**src/rtl/bus_decoder_pkg.sv**
```systemverilog
// Shared types and default address map for the picorv32 bus decoder.
package bus_pkg;

  localparam int NSLV = 4;

  typedef enum logic [1:0] {
    IDLE   = 2'd0,
    ACCESS = 2'd1,
    ERR    = 2'd2,
    RESP   = 2'd3
  } state_t;

  localparam logic [31:0] ERR_RDATA_DEF = 32'hDEAD_BEEF;

  localparam logic [31:0] S0_BASE_DEF = 32'h0000_0000;
  localparam logic [31:0] S0_MASK_DEF = 32'hFFFF_0000;
  localparam logic [31:0] S1_BASE_DEF = 32'hFFFF_0000;
  localparam logic [31:0] S1_MASK_DEF = 32'hFFFF_FF00;
  localparam logic [31:0] S2_BASE_DEF = 32'hFFFF_0100;
  localparam logic [31:0] S2_MASK_DEF = 32'hFFFF_FF00;
  localparam logic [31:0] S3_BASE_DEF = 32'hFFFF_0200;
  localparam logic [31:0] S3_MASK_DEF = 32'hFFFF_FF00;

  // Keeps only the lowest set bit, so overlapping windows resolve to the lowest index.
  function automatic logic [NSLV-1:0] lowest_hit(input logic [NSLV-1:0] hits);
    return hits & ((~hits) + {{(NSLV-1){1'b0}}, 1'b1});
  endfunction

endpackage

```
**src/rtl/bus_decoder_if.sv**
```systemverilog
// picorv32 native memory bus as seen between the CPU and the decoder.
interface bus_decoder_if;
  // Handshake: the CPU raises mem_valid with a stable address/strobe and holds it
  // until it samples mem_ready high; mem_ready is a single-cycle strobe and
  // mem_rdata is valid in that same cycle.
  logic        mem_valid;
  logic        mem_instr;
  logic [3:0]  mem_wstrb;
  logic [31:0] mem_addr;
  logic        mem_ready;
  logic [31:0] mem_rdata;

  modport master (
    output mem_valid, mem_instr, mem_wstrb, mem_addr,
    input  mem_ready, mem_rdata
  );

  modport slave (
    input  mem_valid, mem_instr, mem_wstrb, mem_addr,
    output mem_ready, mem_rdata
  );
endinterface

```
**src/rtl/bus_decoder_timer.sv**
```systemverilog
// 8-bit access watchdog: clear beats load beats count; expired flags the last wait cycle.
module bus_timer #(
  parameter int TIMEOUT = 16
) (
  input  logic       clk,
  input  logic       resetn,
  input  logic       clr,
  input  logic       load,
  input  logic [7:0] load_val,
  input  logic       en,
  output logic       expired
);

  localparam logic [7:0] LAST = 8'(TIMEOUT - 1);

  logic [7:0] count;

  always_ff @(posedge clk or negedge resetn) begin
    if (!resetn) begin
      count <= 8'd0;
    end else if (clr) begin
      count <= 8'd0;
    end else if (load) begin
      count <= load_val;
    end else if (en) begin
      count <= count + 8'd1;
    end
  end

  assign expired = (count == LAST);

endmodule

```
**src/rtl/bus_decoder.sv**
```systemverilog
// Address decoder and response register between picorv32 and four on-chip slaves.
module bus_decoder
  import bus_pkg::*;
#(
  parameter logic [31:0] S0_BASE   = S0_BASE_DEF,
  parameter logic [31:0] S0_MASK   = S0_MASK_DEF,
  parameter logic [31:0] S1_BASE   = S1_BASE_DEF,
  parameter logic [31:0] S1_MASK   = S1_MASK_DEF,
  parameter logic [31:0] S2_BASE   = S2_BASE_DEF,
  parameter logic [31:0] S2_MASK   = S2_MASK_DEF,
  parameter logic [31:0] S3_BASE   = S3_BASE_DEF,
  parameter logic [31:0] S3_MASK   = S3_MASK_DEF,
  parameter int          TIMEOUT   = 16,
  parameter logic [31:0] ERR_RDATA = ERR_RDATA_DEF
) (
  input  logic            clk,
  input  logic            resetn,
  bus_decoder_if.slave    bus,
  output logic [NSLV-1:0] slv_en,
  input  logic            slv_ready,
  input  logic [31:0]     slv_rdata,
  output logic            bus_err,
  output logic [31:0]     err_addr,
  input  logic            err_clr,
  output state_t          state
);

  state_t          state_q, state_d;
  logic [NSLV-1:0] hits, sel;
  logic [NSLV-1:0] slv_en_q, slv_en_d;
  logic            ready_q, ready_d;
  logic [31:0]     rdata_q, rdata_d;
  logic            err_q, err_d;
  logic [31:0]     err_addr_q, err_addr_d;
  logic            tmr_clr, tmr_load, tmr_en, tmr_expired;
  logic            unused_cpu;

  // Instruction/data and read/write are treated identically by the decoder.
  assign unused_cpu = ^{bus.mem_instr, bus.mem_wstrb};

  always_comb begin
    hits    = '0;
    hits[0] = (bus.mem_addr & S0_MASK) == S0_BASE;
    hits[1] = (bus.mem_addr & S1_MASK) == S1_BASE;
    hits[2] = (bus.mem_addr & S2_MASK) == S2_BASE;
    hits[3] = (bus.mem_addr & S3_MASK) == S3_BASE;
    sel     = lowest_hit(hits);
  end

  bus_timer #(.TIMEOUT(TIMEOUT)) u_timer (
    .clk      (clk),
    .resetn   (resetn),
    .clr      (tmr_clr),
    .load     (tmr_load),
    .load_val (8'd0),
    .en       (tmr_en),
    .expired  (tmr_expired)
  );

  always_ff @(posedge clk or negedge resetn) begin
    if (!resetn) begin
      state_q    <= IDLE;
      slv_en_q   <= '0;
      ready_q    <= 1'b0;
      rdata_q    <= 32'd0;
      err_q      <= 1'b0;
      err_addr_q <= 32'd0;
    end else begin
      state_q    <= state_d;
      slv_en_q   <= slv_en_d;
      ready_q    <= ready_d;
      rdata_q    <= rdata_d;
      err_q      <= err_d;
      err_addr_q <= err_addr_d;
    end
  end

  always_comb begin
    state_d    = state_q;
    slv_en_d   = slv_en_q;
    ready_d    = 1'b0;
    rdata_d    = rdata_q;
    err_d      = err_q & ~err_clr;
    err_addr_d = err_addr_q;
    tmr_clr    = 1'b0;
    tmr_load   = 1'b0;
    tmr_en     = 1'b0;

    case (state_q)
      IDLE: begin
        if (bus.mem_valid) begin
          if (|hits) begin
            state_d  = ACCESS;
            slv_en_d = sel;
            tmr_load = 1'b1;
          end else begin
            state_d = ERR;
          end
        end
      end
      ACCESS: begin
        // A withdrawn request is dropped silently rather than answered.
        if (!bus.mem_valid) begin
          state_d  = IDLE;
          slv_en_d = '0;
          tmr_clr  = 1'b1;
        end else if (slv_ready) begin
          state_d  = RESP;
          slv_en_d = '0;
          ready_d  = 1'b1;
          rdata_d  = slv_rdata;
          tmr_clr  = 1'b1;
        end else if (tmr_expired) begin
          state_d  = ERR;
          slv_en_d = '0;
          tmr_clr  = 1'b1;
        end else begin
          tmr_en = 1'b1;
        end
      end
      ERR: begin
        // A new fault overrides a simultaneous err_clr.
        state_d    = RESP;
        ready_d    = 1'b1;
        rdata_d    = ERR_RDATA;
        err_d      = 1'b1;
        err_addr_d = bus.mem_addr;
      end
      RESP: begin
        state_d = IDLE;
      end
      default: begin
        state_d  = IDLE;
        slv_en_d = '0;
      end
    endcase
  end

  assign slv_en        = slv_en_q;
  assign bus.mem_ready = ready_q;
  assign bus.mem_rdata = rdata_q;
  assign bus_err       = err_q;
  assign err_addr      = err_addr_q;
  assign state         = state_q;

endmodule
```
**src/flat_wrapper.sv**
```systemverilog
// flat-port wrapper written by rule: the top's interface ports become plain ports
module bus_decoder_flat import bus_pkg::*;
#(
  parameter logic [31:0] S0_BASE   = S0_BASE_DEF,
  parameter logic [31:0] S0_MASK   = S0_MASK_DEF,
  parameter logic [31:0] S1_BASE   = S1_BASE_DEF,
  parameter logic [31:0] S1_MASK   = S1_MASK_DEF,
  parameter logic [31:0] S2_BASE   = S2_BASE_DEF,
  parameter logic [31:0] S2_MASK   = S2_MASK_DEF,
  parameter logic [31:0] S3_BASE   = S3_BASE_DEF,
  parameter logic [31:0] S3_MASK   = S3_MASK_DEF,
  parameter int          TIMEOUT   = 16,
  parameter logic [31:0] ERR_RDATA = ERR_RDATA_DEF
)
  (clk, resetn, slv_en, slv_ready, slv_rdata, bus_err, err_addr, err_clr, state, bus_mem_valid, bus_mem_instr, bus_mem_wstrb, bus_mem_addr, bus_mem_ready, bus_mem_rdata);
  bus_decoder_if bus_i ();
  input  logic clk;
  input  logic resetn;
  output logic [NSLV-1:0] slv_en;
  input  logic slv_ready;
  input  logic [31:0] slv_rdata;
  output logic bus_err;
  output logic [31:0] err_addr;
  input  logic err_clr;
  output state_t state;
  input wire logic [$bits(bus_i.mem_valid)-1:0] bus_mem_valid;
  input wire logic [$bits(bus_i.mem_instr)-1:0] bus_mem_instr;
  input wire logic [$bits(bus_i.mem_wstrb)-1:0] bus_mem_wstrb;
  input wire logic [$bits(bus_i.mem_addr)-1:0] bus_mem_addr;
  output wire logic [$bits(bus_i.mem_ready)-1:0] bus_mem_ready;
  output wire logic [$bits(bus_i.mem_rdata)-1:0] bus_mem_rdata;
  assign bus_i.mem_valid = bus_mem_valid;
  assign bus_i.mem_instr = bus_mem_instr;
  assign bus_i.mem_wstrb = bus_mem_wstrb;
  assign bus_i.mem_addr = bus_mem_addr;
  assign bus_mem_ready = bus_i.mem_ready;
  assign bus_mem_rdata = bus_i.mem_rdata;
  bus_decoder #(.S0_BASE(S0_BASE), .S0_MASK(S0_MASK), .S1_BASE(S1_BASE), .S1_MASK(S1_MASK), .S2_BASE(S2_BASE), .S2_MASK(S2_MASK), .S3_BASE(S3_BASE), .S3_MASK(S3_MASK), .TIMEOUT(TIMEOUT), .ERR_RDATA(ERR_RDATA)) u_core (.clk(clk), .resetn(resetn), .bus(bus_i), .slv_en(slv_en), .slv_ready(slv_ready), .slv_rdata(slv_rdata), .bus_err(bus_err), .err_addr(err_addr), .err_clr(err_clr), .state(state));
endmodule
```
**config.mk**
```make
export PLATFORM = sky130hd
export DESIGN_NAME = bus_decoder_flat
export DESIGN_NICKNAME = d
export VERILOG_FILES = /design/src/rtl/bus_decoder_pkg.sv /design/src/rtl/bus_decoder_if.sv /design/src/rtl/bus_decoder_timer.sv /design/src/rtl/bus_decoder.sv /design/src/flat_wrapper.sv
export SDC_FILE = /design/constraint.sdc
export NUM_CORES = 1
export LEC_CHECK = 0
export ABC_AREA = 1
export ABC_CLOCK_PERIOD_IN_PS = 1800
export BUFFER_PORTS_ARGS = -buffer_cell sky130_fd_sc_hd__buf_2
export CAP_MARGIN = 20
export CORE_MARGIN = 3
export CORE_UTILIZATION = 43
export CTS_CLUSTER_DIAMETER = 40
export DETAILED_ROUTE_END_ITERATION = 12
export PLACE_DENSITY = 0.87
export SLEW_MARGIN = 20
export SYNTH_ARGS = -nofsm -noshare
export SYNTH_HDL_FRONTEND = slang
export SYNTH_SLANG_ARGS = --single-unit
```
**constraint.sdc**
```tcl
create_clock -name clk -period 1.8 [get_ports clk]
set_clock_uncertainty 0.15 [all_clocks]
set_input_delay 0.09 -clock clk [delete_from_list [all_inputs] [get_ports clk]]
set_output_delay 0.09 -clock clk [all_outputs]
set_load 0.05 [all_outputs]
```
-- Word-level counts from Yosys, hierarchy flattened
Index checks and enable logic that the tools add are counted.
- word-level logic and storage cells: 67
- register bits: 80
- multiplexer cells: 33
- reduce and logical (&&, ||, !) cells: 9
- equal/unequal tests: 12
- add/sub/neg operators: 2
- bitwise operators: 4
- operators by type and width (operator ; count):
    $eq 24x24->1 const B ; 3
    $mux 32 ; 2
    $pmux 32 s2 ; 1
    $logic_not 32->1 ; 1
    $mux 8 ; 3
    $mux 4 ; 5
    $mux 1 ; 14
    $mux 2 ; 5
    $add 8x1->8 const B ; 1
    $eq 8x4->1 const B ; 1
    $pmux 2 s4 ; 1
    $pmux 4 s2 ; 1
    $ne 2x2->1 const B ; 3
    $add 4x1->4 const B ; 1
    $and 4x4->4 ; 1
    $eq 2x2->1 const B ; 2
    $ne 4x3->1 const B ; 1
    $not 4->4 ; 1
    $reduce_and 4->1 ; 1
    $reduce_bool 2->1 ; 2
    $reduce_or 4->1 ; 1
    $reduce_and 3->1 ; 1
    $reduce_bool 3->1 ; 1
    $eq 2x1->1 const B ; 1
    other kinds (6) ; 6

-- Logic depth before layout (Yosys ltp)
Gate-level depths: netlist (run 1).
- depth in word-level cells: 8
- gate-level depth with buffers: 11

-- Cells and area by module
Synthesis (run 1) repeated with hierarchy kept, for this count alone.
- cell total of the unflattened synthesis: 406
- area total of the unflattened synthesis: 3599.7 um2
- by module, submodules not included (module ; cells an instance ; times used ; seq. area each (um2) ; area an instance (um2)):
    bus_decoder ; 320 ; 1 ; 1801.7 ; 3036.7
    bus_timer ; 86 ; 1 ; 200.2 ; 563.0

-- Least setup slack after synthesis (run 1)
No wires, ideal clock.
- path kind: flip-flop to flip-flop
- from: register u_core.state_q[1] (netlist: u_core.state[1])
- to: register u_core.slv_en_q[0] (netlist: u_core.slv_en[0])
- arrival time: 1.832 ns
- path slack: -0.302 ns
- cell stages (with the launch flop): 12
- path buffers: 1
- period minus slack after synthesis: 2.102 ns
- cells stage by stage: dfrtp_1 > inv_1 > ha_1 > buf_4 > nand2_1 > nor2_1 > o21ai_4 > o21ai_2 > a21oi_4 > nand2_4 > nand2_1 > nand2_1
- longest elaborated chain between the ends: 3
- elaborated cells on any way between the ends: 8
- ends and longest elaborated chain (element ; RTL line ; source):
    start: declaration ; bus_decoder.sv:28 ; state_t state_q, state_d;
    start signal: assignment ; bus_decoder.sv:69 ; state_q <= state_d;
    $eq 2x1->1 or $logic_not 2->1 (tied branches) ; bus_decoder.sv:89 ; case (state_q)
    $ne 4x3->1 (no source line) (tied with other cells) ; - ;
    $reduce_and 4->1 (no source line) ; - ;
    end signal: assignment ; bus_decoder.sv:70 ; slv_en_q <= slv_en_d;
    end: declaration ; bus_decoder.sv:30 ; logic [NSLV-1:0] slv_en_q, slv_en_d;
Several ways; a longest one is shown, not always the timed one.
A chain may end at the register's enable or synchronous reset.

-- Worst setup path in the final report (run 1)
- from: input bus_mem_addr[16]
- to: register u_core.slv_en_q[2] (netlist: u_core.slv_en[2])
- longest elaborated chain between the ends: 7
- elaborated cells on any way between the ends: 13
- ends and longest elaborated chain (element ; RTL line ; source):
    start: declaration ; flat_wrapper.sv:29 ; input wire logic [$bits(bus_i.mem_addr)-1:0] bus_mem_addr;
    $eq 24x24->1 (tied with other cells) ; bus_decoder.sv:44 ; hits[1] = (bus.mem_addr & S1_MASK) == S1_BASE;
    $not 4->4 ; bus_decoder_pkg.sv:26 ; return hits & ((~hits) + {{(NSLV-1){1'b0}}, 1'b1});
    $add 4x1->4 ; bus_decoder_pkg.sv:26 ;
    $and 4x4->4 ; bus_decoder_pkg.sv:26 ;
    $mux 4 ; bus_decoder.sv:92 ; if (|hits) begin
    $mux 4 ; bus_decoder.sv:91 ; if (bus.mem_valid) begin
    $pmux 4 s2 ; bus_decoder.sv:89 ;
Several ways; a longest one is shown, not always the timed one. The select of a mux whose other input is x is not followed.

==> metrics.md, run 1 <==
| Metric | Value |
|---|---|
| Outcome | `completed` |
| Final worst slack | `0.05854 ns` |
| CP arrival | `1.84 ns` |
| Slew HR | `0.6865` |
| Mean post-synth cell area | `9.220 um2` |
| Initial antenna violation count | `0` |
| Dpl ws | `0.05473 ns` |
| Final Max Slew Viols | `0` |
| Req. time, crit path | `1.90 ns` |
| Clock slew at reported path FFs | `0.08 ns` |
| CP Class | `in2reg` |
| Mapped Area | `3476 um2` |
| Synth Warn # | `0` |
| Core Util, Final | `0.6930` |
| Total wire length | `10790 um` |
| # DRC | `0` |
| IR drop worst, VDD | `1.017 mV` |
| Diode count | `0` |
| CORE AREA | `7767 um2` |
| Final net count | `675` |
| Sink Count | `80` |
| F_max | `574.2 MHz` |
| Hold violation count in the final report | `0` |
| Crit-path slowest cell | `dlygate4sd3_1` |
| RR Startpoint | `u_core.u_timer.count[0]` |
| Post-Syn Nets | `456` |
| Fin crit share | `0.9675` |
| Post-synthesis mux area share | `0` |
| Port Buf Inserts | `140` |
| Post-synthesis xor/xnor area fraction | `0.01008` |
| Setup crit end kind | `flop` |
| Placer Congestion | `0.7958` |
| ANT nets after route | `0` |
| Worst-Skew Late Latency | `0.35 ns` |
| Synth Area in Adders | `0.01800` |
| Crit-path cells | `dlygate4sd3_1 > buf_2 > nand2_1 > nor2_2 > nand2_1 > nor2_1 > nand2_1 > nand2_1 > nor2_1 > nand2_2 > nand2_4 > nand2_1 > nand2_1` |
| Num CTS Buffers | `9` |
| Synth Instances | `377` |
| Fraction of layout instances using a drive strength above 1 | `0.3411` |
| Drt first pass iters | `5` |
| Crit-path leading delay family | `simple AND/OR/NAND/NOR gates` |
| Vias in the first global route | `3545` |
| RR Endpoint | `u_core.slv_en[2]` |
| Largest net degree at the start of global routing | `47` |
| Complex-gate fraction of the synthesized area | `0.1127` |
| Top cell by count, worst path | `nand2_1` |
| WP buf/inv | `2` |
| Global-route wire length before repair | `16640 um` |
| H-tree depth | `3` |
| Static Leakage | `2.721 nW` |
| DP HPWL | `6613 um` |
| Cell Rows | `32` |
| Cell variety after synth | `31` |
| R2R setup slack | `0.09 ns` |
| Total Routing Usage GR | `0.2359` |
| CTS tree | `built` |
| Worst-case reg-to-reg path depth | `8` |
| Seq cells post-synth | `80` |
| Tot Pwr | `9.409 mW` |
| Worst-case clock buffer depth | `2` |
| Critical path launch point type | `input port` |
| DIE WIDTH | `95.91 um` |
| Die Footprint | `9198 um2` |
| Die height | `95.91 um` |
| Power per cell area | `1748 nW/um2` |
| HP Class | `in2async` |
| CTS Root Buffer Type | `clkbuf_8` |
| Vias per Instance | `5.068` |
| Largest family of logic cells by synthesized area | `simple AND/OR/NAND/NOR gates` |
| Crit path largest cell delay | `0.56 ns` |
| Starting DRT DRC Count | `141` |
| IO Pins | `146` |
| Sequential share of the synthesized area | `0.5760` |
| CP Depth | `13` |
| WL/cell | `15.35 um` |
| Worst-Margin Slew | `0.4702 ns` |
| Simple-Gate Fraction of Synth Area | `0.2437` |
| Crit path launch | `bus_mem_addr[16]` |
| Vias | `3563` |
| Max Cap Viol | `0` |
| Overflow after GRT | `0` |
| Final setup viols | `0` |
| Area grow syn2layout | `54.86%` |
| Starting density of the core | `0.4475` |
| CP max FO | `5` |
| Crit path time final | `1.741 ns` |
==> layout by cell type (no fill, tap or decap), drive strengths merged <==
| cell type | count |
|---|---|
| clkinvlp | 2 |
| a22o | 8 |
| nand3 | 15 |
| ha | 5 |
| or2 | 2 |
| o22a | 25 |
| inv | 22 |
| clkbuf | 10 |
| nor2 | 40 |
| bufinv | 3 |
| nand4 | 1 |
| xor2 | 3 |
| nand2 | 148 |
| nor3b | 2 |
| o21bai | 1 |
| dlygate4sd3 | 68 |
| buf | 152 |
| a21oi | 5 |
| xnor2 | 1 |
| o21ai | 7 |
| dfrtp | 80 |
| clkinv | 1 |
==> stage by stage <==
step / TNS, ns / std cells / hold WS, ns / area, um2
2_1_floorplan: -1.363 / 377 / -0.3556 / 3527
3_3_place_gp: 0 / 616 / -0.08715 / 4379
3_5_place_dp: 0 / 616 / -0.07676 / 4379
4_1_cts: 0 / 700 / 0.08489 / 5313
5_1_grt: -0.008875 / 703 / 0.1357 / 5383
6_report: 0 / 703 / 0.08918 / 5383
==> how the worst max path moves through the flow <==
| stage | end | slack, ns |
|---|---|---|
| after floorplan | u_core.bus.mem_rdata[10] | -0.05 |
| after global placement | u_core.slv_en[0] | 0.1 |
| after detailed placement | u_core.u_timer.count[4] | 0.05 |
| after CTS | u_core.u_timer.count[4] | 0.007 |
| after global routing | u_core.slv_en[1] | -0.009 |
| final | u_core.slv_en[2] | 0.06 |
==> cell families after synthesis <==
kind of cell / count (synthesis)
simple gates: 208
fa+ha+maj: 5
xor+xnor: 4
compound gates: 46
flops: 80
buf+inv: 34
==> worst register-to-register path, cell delays in order (launching register included) <==
cell and delay, ns:
dfrtp_1 0.39, ha_2 0.21, nand3_2 0.11, o21ai_4 0.26
o21ai_4 0.11, a21oi_4 0.21, nand2_4 0.08, nand2_1 0.07
nand2_1 0.05
==> area by class of cell <==
| class | count | area [um2] |
|---|---|---|
| clock buffer | 10 | 137.6 |
| tap | 102 | 127.6 |
| inverter | 22 | 88.84 |
| multi-input combinational | 263 | 1406 |
| clock inverter | 6 | 115.1 |
| fill | 541 | 2385 |
| timing repair buffer | 220 | 1503 |
| sequential | 80 | 2004 |
==> where the power goes <==
group          internal [mW]  switching [mW]  leakage (nW)
sequential              2.43           0.378         0.935
combinational           1.27            3.69          1.66
clock                  0.966           0.677         0.123
total                   4.67            4.74          2.72
==> registers in the layout, summed over array words and instances (netlist names) <==
signal / flops
u_core.bus.mem_rdata: 32
u_core.err_addr: 32
u_core.u_timer.count: 8
u_core.slv_en: 4
u_core.state: 2
u_core.bus.mem_ready: 1
u_core.bus_err: 1
==> synthesized netlist by cell type <==
cell | number | area share
nand2_1 | 145 | 0.16
a21oi_1 | 4 | 0.0058
nor2_2 | 1 | 0.0018
clkbuf_1 | 2 | 0.0022
xnor2_1 | 1 | 0.0025
ha_1 | 5 | 0.018
o21ai_0 | 4 | 0.0058
a21oi_4 | 1 | 0.0047
nand2_2 | 2 | 0.0036
dfrtp_1 | 80 | 0.58
nand3_1 | 13 | 0.019
a22o_1 | 8 | 0.020
nor2_1 | 38 | 0.041
buf_4 | 1 | 0.0022
nand4_1 | 1 | 0.0018
or2_2 | 2 | 0.0036
nand2_4 | 1 | 0.0032
nand3_2 | 2 | 0.0058
o22a_1 | 24 | 0.060
o21ai_4 | 1 | 0.0047
xor2_1 | 3 | 0.0076
o21ai_2 | 2 | 0.0050
nor2_4 | 1 | 0.0032
inv_2 | 4 | 0.0043
nor3b_1 | 2 | 0.0043
buf_1 | 4 | 0.0043
buf_2 | 5 | 0.0072
o21bai_2 | 1 | 0.0032
inv_1 | 17 | 0.018
clkinv_1 | 1 | 0.0011
o22a_2 | 1 | 0.0029
==> routing by layer <==
metal  track usage  part of all wire  up-vias
li1              -                 -     1656
met1        0.2505              0.36     1713
met2        0.4268              0.53      148
met3       0.06255             0.068       46
met4        0.1209             0.044        0
met5             0                 0        -
==> timing repair <==
item | in CTS | in global routing
resized for setup | 0 | 16
endpoints found under the hold margin | 148 | 0
hold buffers | 68 | 0
setup buffers | 0 | 3
setup endpoints to repair | 0 | 33
Power figures use the tool's default switching activity.
==> run 2, diff against run 1 <==
--- a/config.mk
+++ b/config.mk
@@ -13,6 +13,7 @@
 export CORE_UTILIZATION = 43
 export CTS_CLUSTER_DIAMETER = 40
 export DETAILED_ROUTE_END_ITERATION = 12
+export GPL_TIMING_DRIVEN = 0
 export PLACE_DENSITY = 0.87
 export SLEW_MARGIN = 20
 export SYNTH_ARGS = -nofsm -noshare
==> run 2 against run 1 <==
  * Register-to-register slack worse by 0.07 ns
  * Combinational power is 4% higher
  * Clock-buffer cell count is 1 higher
  * Worst setup slack worse by 0.056 ns
  * Final cell count is 1.6% higher
  * Global-route usage is 0.35 points lower
  * Via count is 0.90% lower
  * Critical path depth is 1 lower
  * Critical path type unchanged
  * Critical endpoint is now u_core.slv_en[1]
  * Largest cell class unchanged
  * Highest routed layer unchanged
==> metrics.md, run 2 (synthesized netlist as in run 1, its figures left out) <==
| Metric | Value |
|---|---|
| IO Pins | `146 (unchanged)` |
| Max Cap Viol | `0 (unchanged)` |
| Vias | `3531 (was 3563)` |
| Placer Congestion | `0.7672 (was 0.7958)` |
| Commonest non-fill, non-tap cells in the layout | `142 x nand2_1, 141 x buf_2, 78 x dfrtp_1, 68 x dlygate4sd3_1, 37 x nor2_1 (was 142 x nand2_1, 139 x buf_2, 78 x dfrtp_1, 68 x dlygate4sd3_1, 34 x nor2_1)` |
| CTS Root Buffer Type | `clkbuf_8 (unchanged)` |
| CP max FO | `5 (unchanged)` |
| Fraction of layout instances using a drive strength above 1 | `0.3399 (was 0.3411)` |
| Cell Rows | `32 (unchanged)` |
| Worst-case reg-to-reg path depth | `8 (unchanged)` |
| Starting density of the core | `0.4475 (unchanged)` |
| Vias in the first global route | `3571 (was 3545)` |
| Worst-Skew Late Latency | `0.34 ns (was 0.35 ns)` |
| Core Util, Final | `0.6996 (was 0.6930)` |
| Critical path launch point type | `input port (unchanged)` |
| F_max | `556.3 MHz (was 574.2 MHz)` |
| Die Footprint | `9198 um2 (unchanged)` |
| H-tree depth | `3 (unchanged)` |
| Num CTS Buffers | `9 (unchanged)` |
| Final worst slack | `0.002511 ns (was 0.05854 ns)` |
| Power per cell area | `1737 nW/um2 (was 1748 nW/um2)` |
| Fill cells | `564 (was 541)` |
| IR drop worst, VDD | `0.8925 mV (was 1.017 mV)` |
| RSZ-0062 raised after global routing | `true` |
| Total wire length | `10720 um (was 10790 um)` |
| Starting DRT DRC Count | `143 (was 141)` |
| Final net count | `686 (was 675)` |
| Largest net degree at the start of global routing | `45 (was 47)` |
| Sink Count | `80 (unchanged)` |
| Diode count | `0 (unchanged)` |
| Total Routing Usage GR | `0.2324 (was 0.2359)` |
| Port Buf Inserts | `140 (unchanged)` |
| TNS Setup | `0 ns (unchanged)` |
| Register area | `2004 um2 (unchanged)` |
| Hold slack | `0.1451 ns (was 0.08918 ns)` |
| CP arrival | `1.88 ns (was 1.84 ns)` |
| Placed Cells | `620 (was 616)` |
| Vias per Instance | `4.945 (was 5.068)` |
| Overflow after GRT | `0 (unchanged)` |
| Hold violation count in the final report | `0 (unchanged)` |
| Initial antenna violation count | `0 (unchanged)` |
| Final Max Slew Viols | `0 (unchanged)` |
| Static Leakage | `2.756 nW (was 2.721 nW)` |
| Fin crit share | `0.9986 (was 0.9675)` |
| CORE AREA | `7767 um2 (unchanged)` |
| Area grow syn2layout | `56.34% (was 54.86%)` |
| Clock slew at reported path FFs | `0.08 ns (about the same)` |
| CP Class | `in2reg (unchanged)` |
| DP HPWL | `6779 um (was 6613 um)` |
| Final setup viols | `0 (unchanged)` |
| Outcome | `completed (unchanged)` |
| Drt first pass iters | `6 (was 5)` |
| WL/cell | `15.01 um (was 15.35 um)` |
| CTS tree | `built (unchanged)` |
| # DRC | `0 (unchanged)` |
| Die height | `95.91 um (unchanged)` |
| Slew HR | `0.6243 (was 0.6865)` |
| Global-route wire length before repair | `16460 um (was 16640 um)` |
| HP Class | `in2async (unchanged)` |
| ANT nets after route | `0 (unchanged)` |
| Final cell count without fillers | `714 (was 703)` |
| Worst-case clock buffer depth | `2 (unchanged)` |
| Dpl ws | `-0.2478 ns (was 0.05473 ns)` |
| DIE WIDTH | `95.91 um (unchanged)` |
| Area of the multi-input gates | `1411 um2 (was 1406 um2)` |
| Worst-Margin Slew | `0.5636 ns (was 0.4702 ns)` |
| Setup crit end kind | `flop (unchanged)` |
| Crit path time final | `1.797 ns (was 1.741 ns)` |
| Most common cell after layout, fill and taps aside | `nand2_1 (unchanged)` |
| Req. time, crit path | `1.88 ns (was 1.90 ns)` |
-- run 2: per-stage QoR --
stage / total power [mW] / cell area [um2]
2_1_floorplan: 6.318 / 3527
3_3_place_gp: 7.374 / 4355
3_5_place_dp: 7.536 / 4378
4_1_cts: 9.232 / 5328
5_1_grt: 9.971 / 5434
6_report: 9.437 / 5434
-- run 2: routing by layer --
metal,vias up,GRT usage,part of all wire
met5,-,0,0
met4,0,0.1078,0.035
met3,38,0.06255,0.063
met2,144,0.4134,0.53
met1,1668,0.2572,0.37
li1,1681,-,-
-- run 2: worst paths after layout --
path | slack (ns) | from | endpoint
worst max-delay path | 0.003 | bus_mem_addr[13] | u_core.slv_en[1]
worst min-delay path | 0.15 | resetn | u_core.err_addr[26]
worst max register to register | 0.02 | u_core.u_timer.count[0] | u_core.slv_en[1]
worst min register to register | 0.32 | u_core.err_addr[23] | u_core.err_addr[23]
max in group asynchronous | 0.75 | resetn | u_core.bus.mem_rdata[0]
min in group clk | 0.32 | u_core.err_addr[23] | u_core.err_addr[23]
-- run 2: timing repair --
| item | CTS | global route |
|---|---|---|
| resized for setup | 7 | 21 |
| pin swaps | 3 | 4 |
| hold buffers | 68 | 0 |
| endpoints found under the setup margin | 44 | 60 |
| buffers inserted | 4 | 5 |
| cloned | 0 | 2 |
| endpoints found under the hold margin | 111 | 0 |
-- run 2: report_power, final --
part | leakage [nW] | total (mW) | switching [mW] | internal (mW)
sequential | 0.935 | 2.81 | 0.376 | 2.43
combinational | 1.72 | 5.16 | 3.74 | 1.42
clock | 0.106 | 1.47 | 0.649 | 0.818
-- run 2: cell type report --
type	count	area share
multi-input cells	263	0.2597
inverters	22	0.01819
clock inverters	5	0.01474
clock buffers	11	0.02602
repair buffers	220	0.2735
plain buffers	11	0.01543
well taps	102	0.02349
flip-flops and latches	80	0.3689
-- run 2: critical path, cell delays in order --
cell and delay [ns]:
dlygate4sd3_1 0.54, buf_2 0.14, nor2_1 0.18, nand2_1 0.13
nor2_1 0.13, nand3_1 0.12, nand2_1 0.14, nor2_1 0.08
nand2_2 0.12, nand2_4 0.08, nand2_1 0.07, nand2_1 0.06
